===== src/rtl/mitch_arb_pkg.sv =====
// Shared constants and helpers for the MITCH multiplier arbiter.
package mitch_arb_pkg;

    localparam int OPW = 16;   // operand width
    localparam int PW  = 32;   // product width

    // Width of a requester index for n requesters (never less than one bit).
    function automatic int id_w(input int n);
        return (n <= 2) ? 1 : $clog2(n);
    endfunction

endpackage


===== src/rtl/mitch_core.sv =====
// Combinational Mitchell logarithmic 16x16 multiplier.
// A zero operand is seen by the leading-one detector as bit 0, so it behaves
// like an operand of 1; zero correction is handled by the caller.
module mitch_core
    import mitch_arb_pkg::*;
(
    input  logic [OPW-1:0] x,
    input  logic [OPW-1:0] y,
    output logic [PW-1:0]  p
);

    // Position of the most significant set bit (0 when v is zero).
    function automatic logic [3:0] lod16(input logic [15:0] v);
        logic [3:0] k;
        k = 4'd0;
        for (int i = 0; i < 16; i++) begin
            k = v[i] ? 4'(i) : k;
        end
        return k;
    endfunction

    logic [3:0]  kx_s;
    logic [3:0]  ky_s;
    logic [14:0] fx_s;
    logic [14:0] fy_s;
    logic [15:0] fsum_s;
    logic [4:0]  sh_s;

    // Log-domain add of characteristic and mantissa, then antilog by shifting.
    always_comb begin
        kx_s   = lod16(x);
        ky_s   = lod16(y);
        fx_s   = 15'(x << (4'd15 - kx_s));
        fy_s   = 15'(y << (4'd15 - ky_s));
        fsum_s = {1'b0, fx_s} + {1'b0, fy_s};
        // A mantissa carry bumps the characteristic; the remaining fraction
        // gets the implicit leading one back in both cases.
        sh_s   = {1'b0, kx_s} + {1'b0, ky_s} + {4'd0, fsum_s[15]};
        p      = PW'(({31'd0, 1'b1, fsum_s[14:0]} << sh_s) >> 5'd15);
    end

endmodule


===== src/rtl/mitch_rr_arb.sv =====
// Combinational round-robin picker: first set request at or above ptr,
// wrapping modulo NREQ. Grant is suppressed when en is low.
module mitch_rr_arb
    import mitch_arb_pkg::*;
#(
    parameter int NREQ = 4
)
(
    input  logic [NREQ-1:0]         req,
    input  logic [id_w(NREQ)-1:0]   ptr,
    input  logic                    en,
    output logic [NREQ-1:0]         gnt,
    output logic [id_w(NREQ)-1:0]   idx,
    output logic                    any_req
);

    localparam int IDW = id_w(NREQ);

    logic [IDW-1:0] cand_s;

    // Rotating priority search starting at the pointer.
    always_comb begin
        gnt     = '0;
        idx     = '0;
        any_req = 1'b0;
        cand_s  = '0;
        for (int off = 0; off < NREQ; off++) begin
            cand_s = IDW'((int'(ptr) + off) % NREQ);
            if (!any_req && req[cand_s]) begin
                any_req = 1'b1;
                idx     = cand_s;
            end else begin
                any_req = any_req;
            end
        end
        if (en && any_req) begin
            gnt[idx] = 1'b1;
        end else begin
            gnt = '0;
        end
    end

endmodule


===== src/rtl/mitch_arbiter.sv =====
// Round-robin arbiter sharing one MITCH multiplier between NREQ clients
// through an operand stage (A) and a result stage (B) with valid/ready on
// both sides. Define MITCH_ARB_ZERO_BYPASS_EN to force a zero product when
// either operand is zero.
module mitch_arbiter
    import mitch_arb_pkg::*;
#(
    parameter int NREQ = 4
)
(
    input  logic                    clk,
    input  logic                    rst,
    input  logic [NREQ-1:0]         req_valid,
    output logic [NREQ-1:0]         req_ready,
    input  logic [NREQ*OPW-1:0]     req_x,
    input  logic [NREQ*OPW-1:0]     req_y,
    output logic                    resp_valid,
    input  logic                    resp_ready,
    output logic [id_w(NREQ)-1:0]   resp_id,
    output logic [PW-1:0]           resp_p,
    output logic                    busy
);

    localparam int IDW = id_w(NREQ);

    logic [IDW-1:0] ptr_r;
    logic           a_vld_r;
    logic [OPW-1:0] a_x_r;
    logic [OPW-1:0] a_y_r;
    logic [IDW-1:0] a_id_r;
    logic           b_vld_r;
    logic [PW-1:0]  b_p_r;
    logic [IDW-1:0] b_id_r;

    logic           b_take_s;
    logic           b_free_s;
    logic           a_adv_s;
    logic           a_free_s;
    logic [NREQ-1:0] gnt_s;
    logic [IDW-1:0] win_s;
    logic           any_s;
    logic           acc_s;
    logic [OPW-1:0] sel_x_s;
    logic [OPW-1:0] sel_y_s;
    logic [IDW-1:0] ptr_nxt_s;
    logic [PW-1:0]  mitch_p_s;
    logic [PW-1:0]  b_load_s;

    // Pipeline handshake terms; ready is held low while reset is asserted.
    always_comb begin
        b_take_s = b_vld_r & resp_ready;
        b_free_s = ~b_vld_r | b_take_s;
        a_adv_s  = a_vld_r & b_free_s;
        a_free_s = ~a_vld_r | a_adv_s;
    end

    mitch_rr_arb #(.NREQ(NREQ)) u_arb (
        .req     (req_valid),
        .ptr     (ptr_r),
        .en      (a_free_s & ~rst),
        .gnt     (gnt_s),
        .idx     (win_s),
        .any_req (any_s)
    );

    mitch_core u_core (
        .x (a_x_r),
        .y (a_y_r),
        .p (mitch_p_s)
    );

    // Accept decode, winner operand select and next pointer.
    always_comb begin
        acc_s     = any_s & (|(gnt_s & req_valid));
        sel_x_s   = req_x[int'(win_s)*OPW +: OPW];
        sel_y_s   = req_y[int'(win_s)*OPW +: OPW];
        if (win_s == IDW'(NREQ - 1)) begin
            ptr_nxt_s = '0;
        end else begin
            ptr_nxt_s = win_s + IDW'(1);
        end
    end

    // Value captured into the result stage.
    always_comb begin
`ifdef MITCH_ARB_ZERO_BYPASS_EN
        if ((a_x_r == '0) || (a_y_r == '0)) begin
            b_load_s = '0;
        end else begin
            b_load_s = mitch_p_s;
        end
`else
        b_load_s = mitch_p_s;
`endif
    end

    // Stage A and round-robin pointer: load on accept, drain on advance.
    always_ff @(posedge clk or posedge rst) begin
        if (rst) begin
            ptr_r   <= '0;
            a_vld_r <= 1'b0;
            a_x_r   <= '0;
            a_y_r   <= '0;
            a_id_r  <= '0;
        end else if (acc_s) begin
            ptr_r   <= ptr_nxt_s;
            a_vld_r <= 1'b1;
            a_x_r   <= sel_x_s;
            a_y_r   <= sel_y_s;
            a_id_r  <= win_s;
        end else if (a_adv_s) begin
            a_vld_r <= 1'b0;
        end else begin
            a_vld_r <= a_vld_r;
        end
    end

    // Stage B: capture the product on advance, release on consumer take.
    always_ff @(posedge clk or posedge rst) begin
        if (rst) begin
            b_vld_r <= 1'b0;
            b_p_r   <= '0;
            b_id_r  <= '0;
        end else if (a_adv_s) begin
            b_vld_r <= 1'b1;
            b_p_r   <= b_load_s;
            b_id_r  <= a_id_r;
        end else if (b_take_s) begin
            b_vld_r <= 1'b0;
        end else begin
            b_vld_r <= b_vld_r;
        end
    end

    assign req_ready  = gnt_s;
    assign resp_valid = b_vld_r;
    assign resp_p     = b_p_r;
    assign resp_id    = b_id_r;
    assign busy       = a_vld_r | b_vld_r;

endmodule

===== config.mk =====
export PLATFORM = sky130hd
export DESIGN_NAME = mitch_arbiter
export DESIGN_NICKNAME = d
export VERILOG_FILES = /design/src/rtl/mitch_arb_pkg.sv /design/src/rtl/mitch_core.sv /design/src/rtl/mitch_rr_arb.sv /design/src/rtl/mitch_arbiter.sv
export SDC_FILE = /design/constraint.sdc
export NUM_CORES = 1
export LEC_CHECK = 0
export ABC_CLOCK_PERIOD_IN_PS = 7010
export CELL_PAD_IN_SITES_DETAIL_PLACEMENT = 1
export CELL_PAD_IN_SITES_GLOBAL_PLACEMENT = 1
export CORE_ASPECT_RATIO = 1.4
export CORE_MARGIN = 4
export CORE_UTILIZATION = 47
export DETAILED_ROUTE_END_ITERATION = 8
export DONT_BUFFER_PORTS = 1
export PLACE_DENSITY_LB_ADDON = 0.1
export REMOVE_ABC_BUFFERS = 1
export SLEW_MARGIN = 20
export SYNTH_ARGS = -nofsm -noshare
export SYNTH_HDL_FRONTEND = slang
export SYNTH_SLANG_ARGS = --single-unit

===== constraint.sdc =====
create_clock -name clk -period 7.01 [get_ports clk]
set_input_delay 1.402 -clock clk [delete_from_list [all_inputs] [get_ports clk]]
set_output_delay 1.402 -clock clk [all_outputs]
set_load 0.005 [all_outputs]

==> reports/metrics.yaml, run 1 <==
viasPerCell: 6.33
end_kind: "flip-flop"
yosysSeqAreaShare_pct: 24.0
clock_skew_ns: 0.00968
ctsHoldBuffers: 0
cp.arrival_ns: 6.89
clock_latency_ns: 0.35
ant_nets: 0
drt-total-wl_um: 25200
crit_fanout: 15
finalCritPeriodShare_pct: 94.9
clk_path_buf_depth: 2
antenna_found_initial: 0
yosys_register_bits: 72
path_class: "flip-flop to flip-flop"
met3_length_um: 1030
met2_length_um: 13100
synthToLayoutAreaGrowth_pct: 7.34
final_core_utilization_pct: 51.5
ys_warn_count: 0
status: "completed"
hpwl_um: 19400
fmax_mhz: 150
numCtsBuffers: 9
cts-root-buf: "clkbuf_16"
syn_area_um2: 7520
cts_tree: "built"
slew_violations: 0
wl_met1_um: 9700
crit_slowest_cell: "fa_1"
start_util_pct: 48.0
grt_usage_pct: 27.7
synthArstFlopShare_pct: 100
hp-class: "flip-flop to flip-flop"
syn_avg_cell_area_um2: 7.04
htreeDepth: 3
synthCells: 1068
rows: 54
crit_required_ns: 7.25
nets: 1194
die_x_um: 115
cap_violations: 0
finalHoldViolCount: 0
synth_edf_count: 0
fp.dieH_um: 158
dr.pass1.iters: 5
remaining_drc_errors: 0
drt_iter0_drc: 512
die_area_um2: 18100
finalSetupViolations: 0
worst_pin_slew_ns: 0.927
critPathTopFamily: "compound AO/OA/AOI/OAI gates"
cp-start-kind: "flip-flop"
critPathBufInv: 3
grt_pass1_vias: 8067
setup-tns-final_ns: 0
overflow: 0
wl_per_cell_um: 20.4
fin_crit_ns: 6.65
grt_max_degree: 74
ys_types: 80
ys.flop_type: "dfrtp_1"
relSlewSlack_pct: 38.2
io_buffers: 0
grt_pass1_wl_um: 40800
core-area_um2: 15700
topRoutingLayerUsed: "met4"
slowest_delay_ns: 0.70
pin_count: 175
route.vias.total: 7822
cts_sinks: 72
routabilityCongestion: 0.957
antennaDiodeCount: 0
drive_gt1_share_pct: 9.72
clkTransAtPathRegs_ns: 0.07
state kept, by name (all words and copies together) (netlist names):
register    flops
a_id_r          2
a_vld_r         1
a_x_r          16
a_y_r          16
ptr_r           2
resp_id         2
resp_p         32
resp_valid      1
routing by layer:
layer / vias up / global-route usage, %
met5: - / 0
met1: 3737 / 31.5
met3: 72 / 3.67
met2: 250 / 50.0
li1: 3763 / -
met4: 0 / 14.1
cells in the mapped netlist, types with 6 or more instances:
cell | n | area, um2
o31ai_1 | 10 | 75.1
a21o_1 | 10 | 75.1
clkbuf_1 | 62 | 233
a211oi_1 | 8 | 60.1
a221oi_1 | 6 | 52.6
and2_1 | 9 | 56.3
nor2b_1 | 6 | 37.5
or2_2 | 6 | 37.5
dfrtp_1 | 72 | 1800
a22oi_1 | 8 | 60.1
o221ai_1 | 9 | 78.8
mux4_2 | 8 | 180
o21ai_0 | 111 | 556
or3_1 | 7 | 43.8
a21oi_1 | 48 | 240
nand3_1 | 41 | 205
inv_1 | 25 | 93.8
xnor2_1 | 7 | 61.3
nor2_1 | 178 | 668
and3_1 | 7 | 43.8
nand2_1 | 187 | 702
nor4_1 | 8 | 50.1
a22o_1 | 8 | 70.1
mux2_2 | 10 | 113
mux2i_1 | 40 | 400
buf_1 | 8 | 30.0
ha_1 | 22 | 275
o211ai_1 | 17 | 128
nor3_1 | 18 | 90.1
a31oi_1 | 7 | 43.8
area by class of cell:
class                      count  area [um2]
clock buffer                   9         225
fill                        2038        7600
clock inverter                 7         100
inverter                      28         105
tap                          196         245
timing repair buffer          28         210
sequential                    72        1800
multi-input combinational    895        5390
final timing paths:
path	to	start	cells after the start	slack (ns)
worst max-delay path	resp_p[4]	a_y_r[2]	25	0.36
worst min-delay path	resp_id[1]	a_id_r[1]	2	0.48
worst max register to register	resp_p[4]	a_y_r[2]	25	0.36
worst min register to register	resp_id[1]	a_id_r[1]	2	0.48
max in group asynchronous	a_x_r[9]	rst	2	5.18
min in group asynchronous	ptr_r[1]	rst	2	1.20
cell usage in the layout (no fill, tap or decap), types with 10 or more instances in the layout:
master    synthesis  routed
nand2_1         187     186
nor2_1          178     178
o21ai_0         111     109
dfrtp_1          72      72
a21oi_1          48      46
nand3_1          41      41
mux2i_1          40      40
buf_4             0      28
inv_1            25      23
ha_1             22      22
o211ai_1         17      17
nor3_1           18      17
o31ai_1          10      10
a21o_1           10      10
mux2_2           10      10
tightest hold or removal path: cells and delay by family, from the launching register on:
| family | cells | cell delay (ns) |
|---|---|---|
| flops | 1 | 0.34 |
| simple gates | 2 | 0.10 |
cell families (layout without fill, tap and decap cells):
group | count (synthesis) | after routing | synth area share [%]
and+or+nand+nor | 491 | 491 | 28.4
DFF | 72 | 72 | 24.0
adders and majority gates | 25 | 25 | 4.46
muxes | 58 | 58 | 9.22
AOI/OAI and AO/OA | 309 | 309 | 27.4
buffers and inverters | 101 | 72 | 5.17
xor gates and xnor gates | 12 | 12 | 1.40
through the flow:
step / setup slack [ns] / hold WS [ns] / area (um2) / cells
floorplan: 0.448 / 0.439 / 7240 / 995
global placement: 0.523 / 0.454 / 7720 / 1219
detailed placement: 0.191 / 0.467 / 7720 / 1219
CTS: 0.152 / 0.484 / 8050 / 1235
global route: -0.0208 / 0.514 / 8070 / 1235
finish: 0.358 / 0.475 / 8070 / 1235
what timing repair did:
item | 4_1_cts | 5_1_grt
setup buffers | 0 | 0
resized for setup | 0 | 8
setup endpoints to repair | 0 | 24
Power of run 1 is left out: the tool's default activity adds up to more than one toggle a clock period on the data nets, which glitch-free logic cannot reach.
==> inputs of run 2 (changes only) <==
Settings changed: BUFFER_PORTS_ARGS from default to -buffer_cell sky130_fd_sc_hd__buf_2, CORE_UTILIZATION 47 to 39, DONT_BUFFER_PORTS 1 to default.
==> reports/metrics.yaml, run 2 (same netlist as run 1, synthesis figures left out) <==
critPathTopFamily: "compound AO/OA/AOI/OAI gates"
end_kind: "flip-flop"
cp-start-kind: "flip-flop"
r2r_start: "a_y_r[2]"
grt_usage_pct: 24.2
finalSetupViolations: 0
cts_tree: "built"
synthToLayoutAreaGrowth_pct: 19.1
drt-total-wl_um: 26400
antennaDiodeCount: 0
layout_common_cells: "nand2_1, nor2_1, buf_2"
cts_sinks: 72
path_class: "flip-flop to flip-flop"
grt_pass1_vias: 8649
clock_skew_ns: 0.00788
crit_required_ns: 7.24
status: "completed"
core-area_um2: 18800
slew_violations: 0
setup_slack_ns: 0.431
place_ws_ns: 0.104
stdcell_count: 1453
hp-class: "flip-flop to flip-flop"
worst_pin_slew_ns: 0.945
hold_start: "a_id_r[0]"
fp.dieH_um: 172
rows: 59
finalHoldViolCount: 0
slowest_delay_ns: 0.52
antenna_found_initial: 0
cp_cell_sequence: "nand2b_1 -> a21oi_1 -> o21ai_0 -> a221o_1 -> o21ai_4 -> inv_4 -> mux4_2 -> a22o_1 -> ha_1 -> o211ai_1 -> o21ai_0 -> a211oi_2 -> nor2_1 -> a21o_1 -> a21oi_1 -> fa_1 -> fa_1 -> buf_4 -> nand2b_1 -> or4_1 -> nand4_1 -> o31ai_1 -> a311o_1 -> o31a_1"
die_area_um2: 21600
clk_path_buf_depth: 2
htreeDepth: 3
fin_crit_ns: 6.58
routabilityCongestion: 1.02
grt_max_degree: 74
drt_iter0_drc: 523
cts_post_setup_buffers_inserted: 0
layout_commonest_cell: "nand2_1"
fmax_mhz: 152
clock_latency_ns: 0.35
finalCritPeriodShare_pct: 93.8
grt_pass1_wl_um: 43600
overflow: 0
start_util_pct: 40.1
largest_reg_flops: 32
pin_count: 175
relSlewSlack_pct: 37.0
cp.arrival_ns: 6.81
clkTransAtPathRegs_ns: 0.07
viasPerCell: 5.80
cp-startpoint: "a_y_r[2]"
cts-root-buf: "clkbuf_16"
route.vias.total: 8425
io_buffers: 174
drive_gt1_share_pct: 22.3
wl_per_cell_um: 18.2
dr.pass1.iters: 5
nets: 1364
remaining_drc_errors: 0
numCtsBuffers: 9
ant_nets: 0
dp_cells: 1437
cap_violations: 0
crit_slowest_cell: "fa_1"
die_x_um: 125
crit_fanout: 23
critPathBufInv: 2
hpwl_um: 20500
==> run 2: path summary, 6_finish.rpt <==
check	end	slack (ns)	cells past startpoint
worst max-delay path	resp_p[2]	0.43	24
worst min-delay path	resp_id[0]	0.47	2
worst max register to register	resp_p[2]	0.43	24
worst min register to register	resp_id[0]	0.47	2
max in group asynchronous	resp_p[3]	5.03	3
min in group asynchronous	resp_valid	1.32	3
==> run 2: tightest hold or removal path, cell delays in order, from the launching register on <==
cell	delay [ns]
dfrtp_1	0.34
nand2_1	0.05
nand2_1	0.05
==> run 2: final cells by class <==
class,count,area (um2)
clock buffers,9,225
clock inverters,7,77.6
flip-flops and latches,72,1800
repair buffers,198,1050
multi-input cells,895,5390
inverters,28,108
well taps,244,305
fillers,2511,9800
==> run 2: routing by layer <==
layer	global-route usage (%)	vias to the layer above	part of all wire (%)	routed length, um
met1	27.3	3996	39	10400
met3	2.84	76	3.5	933
li1	-	4104	-	-
met4	11.5	0	4.5	1200
met5	0	-	0	0
met2	45.4	249	53	13900
==> run 2: stage by stage <==
stage	setup TNS, ns	cell area [um2]	hold WS [ns]	util, %
2_1_floorplan	0	7240	0.439	-
3_5_place_dp	0	8610	0.454	45.9
4_1_cts	0	8910	0.471	47.5
6_report	0	8950	0.466	47.8
5_1_grt	-0.0106	8950	0.520	47.8
3_3_place_gp	0	8610	0.451	45.9
==> run 2: timing repair <==
item | CTS | global route
resized for setup | 0 | 11
hold buffers | 0 | 0
setup endpoints to repair | 0 | 29
Power of run 2 is left out for the same reason.
